===== config.mk =====
export PLATFORM = sky130hd
export DESIGN_NAME = pipe_hazard_ctrl_flat
export DESIGN_NICKNAME = d
export VERILOG_FILES = /design/src/rtl/pipe_hazard_ctrl_if.sv /design/src/rtl/pipe_hazard_ctrl.sv /design/src/flat_wrapper.sv
export SDC_FILE = /design/constraint.sdc
export NUM_CORES = 1
export LEC_CHECK = 0
export BUFFER_PORTS_ARGS = -buffer_cell sky130_fd_sc_hd__buf_4
export CAP_MARGIN = 20
export CORE_ASPECT_RATIO = 1.4
export CORE_UTILIZATION = 51
export DETAILED_ROUTE_END_ITERATION = 7
export PLACE_DENSITY = 0.79
export SYNTH_ARGS = -nofsm -noshare
export SYNTH_HDL_FRONTEND = slang
export SYNTH_SLANG_ARGS = --single-unit
export TNS_END_PERCENT = 20

===== constraint.sdc =====
create_clock -name clk -period 2.37 [get_ports clk]
set_clock_uncertainty 0.2 [all_clocks]
set_input_delay 0.237 -clock clk [delete_from_list [all_inputs] [get_ports clk]]
set_output_delay 0.237 -clock clk [all_outputs]
set_load 0.01 [all_outputs]

===== src/rtl/pipe_hazard_ctrl_if.sv =====
// Hazard-input / pipeline-control bundle between the MIPS datapath and pipe_hazard_ctrl.
// The master drives the decoded hazard fields, and the slave (the sequencer) returns latch controls.
interface pipe_hazard_ctrl_if #(
  parameter int CNT_W = 32
);
  logic [4:0]       fd_rs;
  logic [4:0]       fd_rt;
  logic             fd_uses_rs;
  logic             fd_uses_rt;
  logic             dx_is_load;
  logic [4:0]       dx_rd;
  logic             dx_is_md;
  logic             md_is_div;
  logic             branch_taken;

  logic             pc_en;
  logic             fd_en;
  logic             dx_en;
  logic             xm_en;
  logic             mw_en;
  logic             fd_flush;
  logic             dx_flush;
  logic             xm_flush;
  logic             md_start;
  logic             md_busy;
  logic [CNT_W-1:0] stall_cycles;

  modport master (
    output fd_rs, fd_rt, fd_uses_rs, fd_uses_rt, dx_is_load, dx_rd,
           dx_is_md, md_is_div, branch_taken,
    input  pc_en, fd_en, dx_en, xm_en, mw_en, fd_flush, dx_flush, xm_flush,
           md_start, md_busy, stall_cycles
  );

  modport slave (
    input  fd_rs, fd_rt, fd_uses_rs, fd_uses_rt, dx_is_load, dx_rd,
           dx_is_md, md_is_div, branch_taken,
    output pc_en, fd_en, dx_en, xm_en, mw_en, fd_flush, dx_flush, xm_flush,
           md_start, md_busy, stall_cycles
  );
endinterface


===== src/rtl/pipe_hazard_ctrl.sv =====
// Pipeline sequencer for the 5-stage MIPS core: load-use stalls, taken-branch flushes,
// multicycle mult/div freezes and a saturating stall-cycle counter.
module pipe_hazard_ctrl #(
  parameter int MULT_LAT = 32,
  parameter int DIV_LAT  = 33,
  parameter int CNT_W    = 32
) (
  input  logic               clk,
  input  logic               clr,
  pipe_hazard_ctrl_if.slave  bus,
  output logic [1:0]         o_dbg_state
);

  localparam int LAT_MAX = (DIV_LAT > MULT_LAT) ? DIV_LAT : MULT_LAT;
  localparam int CTR_W   = (LAT_MAX > 2) ? $clog2(LAT_MAX) : 1;

  typedef enum logic [1:0] {
    ST_RUN     = 2'd0,
    ST_MD_BUSY = 2'd1,
    ST_MD_DONE = 2'd2
  } state_t;

  state_t           r_state;
  state_t           w_state_nxt;
  logic [CTR_W-1:0] r_ctr;
  logic [CTR_W-1:0] w_ctr_nxt;
  logic [CNT_W-1:0] r_stall_cycles;

  logic w_load_use;
  logic w_pc_en, w_fd_en, w_dx_en, w_xm_en, w_mw_en;
  logic w_fd_flush, w_dx_flush, w_xm_flush;
  logic w_md_start, w_md_busy;

  // r0 is never a real producer, so a load into r0 cannot create a dependency.
  assign w_load_use = bus.dx_is_load && (bus.dx_rd != 5'd0) &&
                      ((bus.fd_uses_rs && (bus.fd_rs == bus.dx_rd)) ||
                       (bus.fd_uses_rt && (bus.fd_rt == bus.dx_rd)));

  always_ff @(posedge clk or posedge clr) begin
    if (clr) begin
      r_state <= ST_RUN;
      r_ctr   <= '0;
    end else begin
      r_state <= w_state_nxt;
      r_ctr   <= w_ctr_nxt;
    end
  end

  always_comb begin
    w_state_nxt = r_state;
    w_ctr_nxt   = r_ctr;
    case (r_state)
      ST_RUN: begin
        if (bus.dx_is_md) begin
          w_state_nxt = ST_MD_BUSY;
          w_ctr_nxt   = bus.md_is_div ? CTR_W'(DIV_LAT - 1) : CTR_W'(MULT_LAT - 1);
        end
      end
      ST_MD_BUSY: begin
        if (r_ctr == CTR_W'(1)) begin
          w_state_nxt = ST_MD_DONE;
          w_ctr_nxt   = '0;
        end else begin
          w_ctr_nxt = r_ctr - CTR_W'(1);
        end
      end
      ST_MD_DONE: w_state_nxt = ST_RUN;
      default: begin
        w_state_nxt = ST_RUN;
        w_ctr_nxt   = '0;
      end
    endcase
  end

  always_comb begin
    w_pc_en    = 1'b0;
    w_fd_en    = 1'b0;
    w_dx_en    = 1'b0;
    w_xm_en    = 1'b0;
    w_mw_en    = 1'b0;
    w_fd_flush = 1'b0;
    w_dx_flush = 1'b0;
    w_xm_flush = 1'b0;
    w_md_start = 1'b0;
    w_md_busy  = 1'b0;
    if (!clr) begin
      w_pc_en = 1'b1;
      w_fd_en = 1'b1;
      w_dx_en = 1'b1;
      w_xm_en = 1'b1;
      w_mw_en = 1'b1;
      case (r_state)
        ST_RUN: begin
          if (bus.dx_is_md) begin
            w_md_start = 1'b1;
            w_md_busy  = 1'b1;
            w_pc_en    = 1'b0;
            w_fd_en    = 1'b0;
            w_dx_en    = 1'b0;
            w_xm_flush = 1'b1;
          end else if (bus.branch_taken) begin
            w_fd_flush = 1'b1;
            w_dx_flush = 1'b1;
          end else if (w_load_use) begin
            w_pc_en    = 1'b0;
            w_fd_en    = 1'b0;
            w_dx_flush = 1'b1;
          end
        end
        ST_MD_BUSY: begin
          // X/M keeps taking bubbles while M/W drains the older instructions.
          w_md_busy  = 1'b1;
          w_pc_en    = 1'b0;
          w_fd_en    = 1'b0;
          w_dx_en    = 1'b0;
          w_xm_flush = 1'b1;
        end
        default: ;
      endcase
    end
  end

  always_ff @(posedge clk or posedge clr) begin
    if (clr) begin
      r_stall_cycles <= '0;
    end else if (!w_pc_en && (r_stall_cycles != {CNT_W{1'b1}})) begin
      r_stall_cycles <= r_stall_cycles + CNT_W'(1);
    end
  end

  assign bus.pc_en        = w_pc_en;
  assign bus.fd_en        = w_fd_en;
  assign bus.dx_en        = w_dx_en;
  assign bus.xm_en        = w_xm_en;
  assign bus.mw_en        = w_mw_en;
  assign bus.fd_flush     = w_fd_flush;
  assign bus.dx_flush     = w_dx_flush;
  assign bus.xm_flush     = w_xm_flush;
  assign bus.md_start     = w_md_start;
  assign bus.md_busy      = w_md_busy;
  assign bus.stall_cycles = r_stall_cycles;
  assign o_dbg_state      = r_state;

endmodule


===== src/flat_wrapper.sv =====
// flat-port wrapper written by rule: the top's interface ports become plain ports
module pipe_hazard_ctrl_flat 
#(
  parameter int MULT_LAT = 32,
  parameter int DIV_LAT  = 33,
  parameter int CNT_W    = 32
)
  (clk, clr, o_dbg_state, bus_fd_rs, bus_fd_rt, bus_fd_uses_rs, bus_fd_uses_rt, bus_dx_is_load, bus_dx_rd, bus_dx_is_md, bus_md_is_div, bus_branch_taken, bus_pc_en, bus_fd_en, bus_dx_en, bus_xm_en, bus_mw_en, bus_fd_flush, bus_dx_flush, bus_xm_flush, bus_md_start, bus_md_busy, bus_stall_cycles);
  pipe_hazard_ctrl_if #(.CNT_W(CNT_W)) bus_i ();
  input  logic clk;
  input  logic clr;
  output logic [1:0] o_dbg_state;
  input wire logic [$bits(bus_i.fd_rs)-1:0] bus_fd_rs;
  input wire logic [$bits(bus_i.fd_rt)-1:0] bus_fd_rt;
  input wire logic [$bits(bus_i.fd_uses_rs)-1:0] bus_fd_uses_rs;
  input wire logic [$bits(bus_i.fd_uses_rt)-1:0] bus_fd_uses_rt;
  input wire logic [$bits(bus_i.dx_is_load)-1:0] bus_dx_is_load;
  input wire logic [$bits(bus_i.dx_rd)-1:0] bus_dx_rd;
  input wire logic [$bits(bus_i.dx_is_md)-1:0] bus_dx_is_md;
  input wire logic [$bits(bus_i.md_is_div)-1:0] bus_md_is_div;
  input wire logic [$bits(bus_i.branch_taken)-1:0] bus_branch_taken;
  output wire logic [$bits(bus_i.pc_en)-1:0] bus_pc_en;
  output wire logic [$bits(bus_i.fd_en)-1:0] bus_fd_en;
  output wire logic [$bits(bus_i.dx_en)-1:0] bus_dx_en;
  output wire logic [$bits(bus_i.xm_en)-1:0] bus_xm_en;
  output wire logic [$bits(bus_i.mw_en)-1:0] bus_mw_en;
  output wire logic [$bits(bus_i.fd_flush)-1:0] bus_fd_flush;
  output wire logic [$bits(bus_i.dx_flush)-1:0] bus_dx_flush;
  output wire logic [$bits(bus_i.xm_flush)-1:0] bus_xm_flush;
  output wire logic [$bits(bus_i.md_start)-1:0] bus_md_start;
  output wire logic [$bits(bus_i.md_busy)-1:0] bus_md_busy;
  output wire logic [$bits(bus_i.stall_cycles)-1:0] bus_stall_cycles;
  assign bus_i.fd_rs = bus_fd_rs;
  assign bus_i.fd_rt = bus_fd_rt;
  assign bus_i.fd_uses_rs = bus_fd_uses_rs;
  assign bus_i.fd_uses_rt = bus_fd_uses_rt;
  assign bus_i.dx_is_load = bus_dx_is_load;
  assign bus_i.dx_rd = bus_dx_rd;
  assign bus_i.dx_is_md = bus_dx_is_md;
  assign bus_i.md_is_div = bus_md_is_div;
  assign bus_i.branch_taken = bus_branch_taken;
  assign bus_pc_en = bus_i.pc_en;
  assign bus_fd_en = bus_i.fd_en;
  assign bus_dx_en = bus_i.dx_en;
  assign bus_xm_en = bus_i.xm_en;
  assign bus_mw_en = bus_i.mw_en;
  assign bus_fd_flush = bus_i.fd_flush;
  assign bus_dx_flush = bus_i.dx_flush;
  assign bus_xm_flush = bus_i.xm_flush;
  assign bus_md_start = bus_i.md_start;
  assign bus_md_busy = bus_i.md_busy;
  assign bus_stall_cycles = bus_i.stall_cycles;
  pipe_hazard_ctrl #(.MULT_LAT(MULT_LAT), .DIV_LAT(DIV_LAT), .CNT_W(CNT_W)) u_core (.clk(clk), .clr(clr), .bus(bus_i), .o_dbg_state(o_dbg_state));
endmodule

==> reports/qor.txt <==
Prevailing post-synth register cell: dfrtp_1
Hold Buf Count CTS: 1
Hold path cells: 3
Synth Instances: 213
Overall power: 0.00222 W
Post-synthesis register bit count: 40
DR pass1 iterations: 6
R2r startpoint: u_core.bus.stall_cycles[8]
Delay-heaviest family, CP: buffers and inverters
Gpl congestion: 0.830
Critical Path RT: 1.93 ns
CTS tree: built
Root Buffer: clkbuf_8
Vias in the first global route: 1844
Max_cap viols: 0
Crit Path Max Fanout: 4
Crit path cell chain: dlygate4sd3_1, buf_4, or4_1, o21ai_4, buf_4
Netlist cell types: 39
Clock sinks: 40
Leak Pwr: 1.37 nW
Hold Worst Slack: 0.0764 ns
Final HPWL DP: 3.54 mm
Critical path type: in2out
Post-Syn Nets: 239
Die area: 4560 um^2
Final nets: 321
Resized cells post-CTS: 0
Share of cells above drive strength 1: 36.3%
Slew Viols, Final: 0
Grt ovf: 0
Total CTS buffers: 5
Most frequent cells in the layout: 82 x buf_4, 40 x xnor2_1, 40 x dfrtp_1
CP peak stage delay: 0.53 ns
Die height: 79.5 um
Critical hold path startpoint: bus_dx_is_md
RSZ-0062 raised after global routing: false
Minimum clock period: 2.33 ns
Relative max-transition margin: 64.3%
Diode count: 0
Global-route wire length before repair: 7.92 mm
Antenna Nets Post-Route: 0
Initial antenna violation count: 0
Ports: 67
Num rows: 27
Area leader, netlist: dfrtp_1
DRC viols: 11
Power density over the cells: 762 nW/um^2
Synthesis-to-finish area growth: 33.3%
Worst-Margin Slew: 0.534 ns
Warnings from Yosys: 0
Startpoint types: primary input
Detailed Route WL: 4.65 mm
Reg-to-reg slack, setup: 0.17 ns
Syn Area/Cell: 10.3 um^2
EDFF count, synth: 0
Asr flop ratio synth: 100%
Largest net degree at the start of global routing: 43
Outcome: finished, violations left
Final hold vios: 0
WP buf/inv: 3
Total number of vias: 1888
Core area: 4020 um^2
Violated checks: DRC
Hold EP: u_core.r_ctr[1]
H-Tree Depth: 2
Share of the synthesized area in the top cell type: 45.8%
Hold crit path type: in2reg
Fmax: 430 MHz
First DRT Iteration DRCs: 84
Synth top area cells: dfrtp_1 46%, xnor2_1 16%, nand4_1 4.9%
Register area share after synthesis: 45.8%
Via density: 5.59
Total track usage: 22.5%
Routed len/inst: 13.8 um
Die width: 57.3 um
Skew-Pair Late Insertion Delay: 0.29 ns
Peak VDD IR: 0.594 mV
Cells on worst reg2reg path: 8
Critical path arrival: 1.89 ns
Crit end category: output pin
Final setup violating endpoints: 0
Starting density of the core: 54.4%
Slowest CP cell: dlygate4sd3_1
Max Buffers Root-to-Sink: 2
Clock transition at path regs: 0.08 ns
Commonest non-fill, non-tap cell in the layout: buf_4
Reg2reg end: u_core.bus.stall_cycles[1]
I/O Buffers: 66
Final Cycle Share: 98.1%
Post-CTS setup buffers: 0
Crit path top cell by count: buf_4
Mapped cell area: 2190 um^2
## report_power, final
| part | switching (W) | internal (W) |
|---|---|---|
| sequential | 0.000135 | 0.000811 |
| combinational | 0.000417 | 0.000427 |
| clock | 0.000229 | 0.000200 |
| total | 0.000781 | 0.00144 |
## worst min-delay path, delay by kind of cell
| family | cells | cell delay, ns |
|---|---|---|
| AO/OA/AOI/OAI | 2 | 0.19 |
| buffers and inverters | 1 | 0.10 |
## how the worst max path moves through the flow
stage	slack, ns	startpoint	endpoint	cells past startpoint
floorplan	-0.04	clr	u_core.bus.stall_cycles[8]	8
global placement	0.21	bus_dx_rd[0]	u_core.bus.stall_cycles[1]	9
detailed placement	0.18	bus_dx_rd[0]	u_core.bus.stall_cycles[1]	9
CTS	0.04	clr	bus_fd_en	5
global route	0.02	clr	bus_fd_en	5
finish	0.04	clr	bus_fd_en	5
## flip-flops by register name, indices dropped and copies added (netlist names)
| signal | cells |
|---|---|
| u_core.bus.stall_cycles | 32 |
| u_core.r_ctr | 6 |
| u_core.o_dbg_state | 2 |
## per-stage QoR
step	setup WS [ns]	std cells	util [%]	instance area, um^2	TNS (ns)
2_1_floorplan	-0.0421	213	-	2210	-0.345
3_3_place_gp	0.205	330	70.3	2830	0
3_5_place_dp	0.183	330	70.3	2830	0
4_1_cts	0.0428	338	72.5	2910	0
5_1_grt	0.0206	338	72.5	2910	0
6_report	0.0445	338	72.5	2910	0
## synthesized netlist by cell type (2+ instances only)
| cell type | count |
|---|---|
| a21oi_1 | 11 |
| and2_1 | 2 |
| and3_1 | 4 |
| and3_2 | 4 |
| and3_4 | 2 |
| and4_1 | 2 |
| and4_4 | 2 |
| buf_4 | 3 |
| buf_6 | 2 |
| clkbuf_1 | 2 |
| dfrtp_1 | 40 |
| ha_1 | 3 |
| inv_1 | 5 |
| nand2_1 | 14 |
| nand2b_1 | 5 |
| nand3_1 | 11 |
| nand4_1 | 17 |
| nor2_1 | 12 |
| nor2b_1 | 2 |
| nor3_1 | 4 |
| o21ai_0 | 4 |
| o22ai_1 | 2 |
| or4_1 | 2 |
| xnor2_1 | 40 |
| xor2_1 | 4 |
## kinds of logic after synthesis
group                      Yosys count  synth area share [%]
DFF                                 40                  45.8
AOI/OAI and AO/OA                   22                  6.13
adders and majority gates            3                  1.72
and+or+nand+nor                     90                  24.7
buffers and inverters               13                  3.49
muxes                                1                 0.515
xor gates and xnor gates            44                  17.6
## cell type report
| class | count | area, um^2 |
|---|---|---|
| clock inverters | 1 | 5.00 |
| well taps | 43 | 53.8 |
| repair buffers | 83 | 626 |
| clock buffers | 6 | 72.6 |
| inverters | 5 | 22.5 |
| multi-input cells | 160 | 1130 |
| flip-flops and latches | 40 | 1000 |
| fillers | 304 | 1110 |
## layer usage
layer / vias up / share of wire (%) / track usage [%]
met5: - / 0 / 0
met4: 0 / 0.90 / 7.56
met3: 4 / 5.3 / 5.02
met2: 64 / 53 / 41.4
met1: 913 / 40 / 25.2
li1: 907 / - / -
Note: power is estimated with default switching activity, not from simulation.
